### src/rtl/uart_response_tx.sv
// uart_response_tx: a byte FIFO that feeds an 8N1 serial transmitter on the host-bound pin.
// If a byte is written while the FIFO is full, it is dropped and Dropped pulses for one cycle.
module uart_response_tx #(
    parameter int CLKS_PER_BIT = 868,
    parameter int FIFO_DEPTH   = 4
) (
    input  logic       Clock,
    input  logic       Reset,
    input  logic [7:0] Data,
    input  logic       DataValid,
    output logic       TxD,
    output logic       Full,
    output logic       Busy,
    output logic       Dropped
);
    localparam int AW = $clog2(FIFO_DEPTH);
    localparam int CW = AW + 1;
    localparam int BW = $clog2(CLKS_PER_BIT);

    localparam logic [1:0] IDLE  = 2'd0;
    localparam logic [1:0] START = 2'd1;
    localparam logic [1:0] DATA  = 2'd2;
    localparam logic [1:0] STOP  = 2'd3;

    localparam logic [BW-1:0] BAUD_LAST = BW'(CLKS_PER_BIT - 1);
    localparam logic [CW-1:0] DEPTH_C   = CW'(FIFO_DEPTH);

    logic [1:0]    state;
    logic [BW-1:0] baud;
    logic [2:0]    bitcnt;
    logic [7:0]    shift;
    logic [7:0]    mem [FIFO_DEPTH];
    logic [AW-1:0] rptr;
    logic [AW-1:0] wptr;
    logic [CW-1:0] count;
    logic [CW-1:0] count_next;
    logic          push;
    logic          pop;
    logic          not_empty;
    logic          baud_done;

    // Full comes from the registered count, so a pop in this cycle cannot make room for a write in the same cycle.
    always_comb begin
        not_empty  = (count != '0);
        baud_done  = (baud == BAUD_LAST);
        push       = DataValid && !Full;
        pop        = not_empty && ((state == IDLE) || ((state == STOP) && baud_done));
        count_next = count;
        case ({push, pop})
            2'b10:   count_next = count + CW'(1);
            2'b01:   count_next = count - CW'(1);
            default: count_next = count;
        endcase
    end

    always_ff @(posedge Clock) begin
        if (!Reset) begin
            rptr    <= '0;
            wptr    <= '0;
            count   <= '0;
            Full    <= 1'b0;
            Dropped <= 1'b0;
            for (int i = 0; i < FIFO_DEPTH; i++) begin
                mem[i] <= '0;
            end
        end else begin
            if (push) begin
                mem[wptr] <= Data;
                wptr      <= wptr + AW'(1);
            end
            if (pop) begin
                rptr <= rptr + AW'(1);
            end
            count   <= count_next;
            Full    <= (count_next == DEPTH_C);
            Dropped <= DataValid && Full;
        end
    end

    // TxD takes the level of the state being entered, so the line changes on the same edge as the transition.
    always_ff @(posedge Clock) begin
        if (!Reset) begin
            state  <= IDLE;
            baud   <= '0;
            bitcnt <= '0;
            shift  <= '0;
            TxD    <= 1'b1;
        end else begin
            case (state)
                IDLE: begin
                    baud <= '0;
                    if (pop) begin
                        shift  <= mem[rptr];
                        bitcnt <= '0;
                        state  <= START;
                        TxD    <= 1'b0;
                    end else begin
                        TxD <= 1'b1;
                    end
                end
                START: begin
                    if (baud_done) begin
                        baud  <= '0;
                        state <= DATA;
                        TxD   <= shift[0];
                    end else begin
                        baud <= baud + BW'(1);
                    end
                end
                DATA: begin
                    if (baud_done) begin
                        baud   <= '0;
                        shift  <= shift >> 1;
                        bitcnt <= bitcnt + 3'd1;
                        if (bitcnt == 3'd7) begin
                            state <= STOP;
                            TxD   <= 1'b1;
                        end else begin
                            TxD <= shift[1];
                        end
                    end else begin
                        baud <= baud + BW'(1);
                    end
                end
                STOP: begin
                    if (baud_done) begin
                        baud <= '0;
                        if (pop) begin
                            shift  <= mem[rptr];
                            bitcnt <= '0;
                            state  <= START;
                            TxD    <= 1'b0;
                        end else begin
                            state <= IDLE;
                            TxD   <= 1'b1;
                        end
                    end else begin
                        baud <= baud + BW'(1);
                    end
                end
                default: begin
                    state <= IDLE;
                    TxD   <= 1'b1;
                end
            endcase
        end
    end

    assign Busy = (state != IDLE) || not_empty;

endmodule

### config.mk
export PLATFORM = sky130hd
export DESIGN_NAME = uart_response_tx
export DESIGN_NICKNAME = d
export VERILOG_FILES = /design/src/rtl/uart_response_tx.sv
export SDC_FILE = /design/constraint.sdc
export NUM_CORES = 1
export LEC_CHECK = 0
export BUFFER_PORTS_ARGS = -buffer_cell sky130_fd_sc_hd__buf_2
export CORE_MARGIN = 5
export CORE_UTILIZATION = 44
export DETAILED_ROUTE_END_ITERATION = 10
export GPL_TIMING_DRIVEN = 0
export HOLD_SLACK_MARGIN = 0.03
export PLACE_DENSITY = 0.68
export SLEW_MARGIN = 20
export SYNTH_ARGS = -nofsm -noshare
export SYNTH_HDL_FRONTEND = slang
export SYNTH_SLANG_ARGS = --single-unit
### constraint.sdc
create_clock -name Clock -period 6.7 [get_ports Clock]
set_clock_uncertainty 0.05 [all_clocks]
set_input_delay 1.005 -clock Clock [delete_from_list [all_inputs] [get_ports Clock]]
set_output_delay 1.005 -clock Clock [all_outputs]
set_load 0.1 [all_outputs]
==> run metrics <==
Power Internal 0.899 mW; Slowest-stage cell, CP o41a_1; DRC Markers 0; fin crit period 3.01 ns; Highest Clock Rate 332 MHz; GRT overflow 0; Die H about 94 µm; Netlist cell types 47; P_sw approximately 0.53 mW; Req. time, crit path 6.94 ns; EDFF count, synth 32; Max Cap Viol 0; slowest stage delay, CP 0.48 ns; Critical Path AT 3.25 ns; final setup vio count 0; cts bufs inserted 9; post-route ant nets 0; ys async rst share 0%; Sw Ratio between 30% and 40%; Max Transition Viols Final 0; Final HPWL DP 3990 µm; DR WL/cell 14.2 µm; Final Hold Viols 0; crit-path max FO 6; # clock sinks between 60 and 70; Placeable Area 0.00683 mm²; worst-margin pin slew ~0.86 ns; PostCTS Resize Cnt 0; outcome complete, no violations; Tightest Hold Check Type flop to flop; leakage 1.40 nW; Hold WS 0.400 ns; Area Overhead vs Synth 12.3%; Final Core Density 51.2%; I/O pins 15; CTS tree built; Setup crit start kind flop; IO Port Bufs 13; kind of critical path flop to flop; number of global-route vias before repair 2060; initial antenna violation count 0; initial drt markers 86; clock share of power 23.5%; detailed-route via count 2066; peak supply drop 0.176 mV; Place WS 3.38 ns; first drt pass iteration count 4; Mapped Cells 287; register area 0.00166 mm²; max_slew headroom 42.3%; final worst slack 3.69 ns; Total GRT Usage 14.6%; vias per cell 5.01; Post-Syn Area 0.00311 mm²; Final nets 332; register bit total from synthesis 67; share of layout cells above drive strength 1 between 10% and 20%; sequential fraction of the synthesis area between 50% and 60%; Starting Density 45.6%; Hold Buf Count CTS 0; non-filler cells, final 412; drt total wl 5830 µm; # Post-CTS Setup Buffers 0; die width about 94 µm; area of the multi-input gates 0.00134 mm²; average cell area after synthesis approximately 11 µm²; H-tree depth 3; Synth warnings 0; FILL cells 627; RSZ-0062 raised after global routing false; PD cells between 400 and 500 mW/mm²; leading register cell type out of synthesis dfxtp_1; clock root buffer clkbuf_8; largest net degree at the start of global routing 13; crit path cell chain ha_1 > or3b_4 > o41a_1 > inv_1 > ha_1 > inv_1 > fa_1 > xor2_1 > nor2_1 > xor2_1 > and3_1; endpoint class of the critical path flop; Worst-path clk slew approximately 0.070 ns; Comb power frac about two fifths; diodes inserted 0; placed instance count a little under 400; GP Congestion 0.772; fin crit share 44.9%; CTS max path bufs 2; Seq pwr share 38.3%; row count 30; first-pass GRT wire length 9740 µm; Die Footprint 0.00886 mm²; total nets after synthesis 308; worst-skew pair later-pin latency 0.35 ns; Setup TNS 0 ns
-- cell usage after synthesis (2+ instances only) --
library cell	count	area (µm²)
mux2_2	7	78.8
mux2i_1	8	80.1
a31o_1	2	17.5
and3_1	3	18.8
edfxtp_1	32	961
nor2b_1	2	12.5
xor2_1	7	61.3
mux4_2	8	180
and2_1	11	68.8
nand4_1	3	18.8
inv_1	19	71.3
a21oi_1	4	20.0
nor4_1	2	12.5
nand2b_1	4	25.0
ha_1	9	113
o31ai_1	3	22.5
o21ai_0	5	25.0
nor3_1	4	20.0
nand3_1	8	40.0
nand2_1	36	135
xnor2_1	6	52.6
dfxtp_1	35	701
nor2_1	37	139
clkbuf_1	9	33.8
-- worst paths after layout --
check | from | to | slack, ns | depth (start not counted)
worst max-delay path | baud[0] | Full | 3.69 | 11
worst min-delay path | baud[0] | baud[0] | 0.40 | 1
worst max register to register | baud[0] | Full | 3.69 | 11
worst min register to register | baud[0] | baud[0] | 0.40 | 1
-- power by group through the flow --
stage	clock, mW	combinational [mW]	sequential [mW]
after floorplan	0	0.416	0.579
after global placement	0	0.538	0.551
after detailed placement	0	0.549	0.554
after CTS	0.342	0.549	0.545
after global routing	0.360	0.601	0.553
final	0.334	0.545	0.545
-- registers in the layout (all words and copies together), names as in the netlist, 2 cells and up, named ones only --
signal  cells
mem        32
baud       10
shift       8
bitcnt      3
count       3
rptr        2
state       2
wptr        2
-- worst max-delay path, delay by kind of cell, from the launching register on --
family	cells	cell delay, ns
AOI/OAI and AO/OA	1	0.48
xor gates and xnor gates	2	0.33
adders and majority gates	3	0.80
and+or+nand+nor	3	0.71
buffers and inverters	2	0.23
DFF	1	0.36
-- cell families after synthesis --
group,Yosys count,synth area share [%]
compound gates,24,5.71
xor+xnor,13,3.66
fa+ha+maj,10,4.26
buf+inv,31,3.98
flops,67,53.4
mux,23,10.9
simple gates,119,18.2
-- layout by cell type (no fill, tap or decap), types with 3 or more instances in the layout --
cell,Yosys,layout
o31ai_1,3,3
clkbuf_1,9,10
xnor2_1,6,6
ha_1,9,9
mux4_2,8,8
buf_2,0,13
nand4_1,3,3
and2_1,11,11
nand2b_1,4,4
mux2_2,7,7
nand2_1,36,36
nor2_1,37,37
nor3_1,4,4
dfxtp_1,35,35
nand3_1,8,8
xor2_1,7,7
clkbuf_8,0,9
mux2i_1,8,8
inv_1,19,19
o21ai_0,5,3
a21oi_1,4,4
and3_1,3,3
edfxtp_1,32,32
-- metrics by stage --
step	power, mW	area [µm²]
2_1_floorplan	0.995	3110
3_3_place_gp	1.09	3300
3_5_place_dp	1.10	3310
4_1_cts	1.44	3500
5_1_grt	1.51	3500
6_report	1.42	3500
-- layer usage --
layer	GRT usage (%)	wire, µm	vias up
met3	4.17	227	10
met1	17.4	2570	970
met5	0	0	-
met2	24.4	2940	36
li1	-	-	1050
met4	6.50	89	0
-- layout make-up --
cell class / count / share of cell area (%)
Inverter: 20 / 2.15
Timing Repair Buffer: 13 / 1.86
Sequential cell: 67 / 47.5
Buffer: 11 / 1.39
Multi-Input combinational cell: 189 / 38.2
Clock inverter: 6 / 1.86
Tap cell: 96 / 3.43
Clock buffer: 10 / 3.65
No activity file was read; power rests on OpenSTA's default activity.
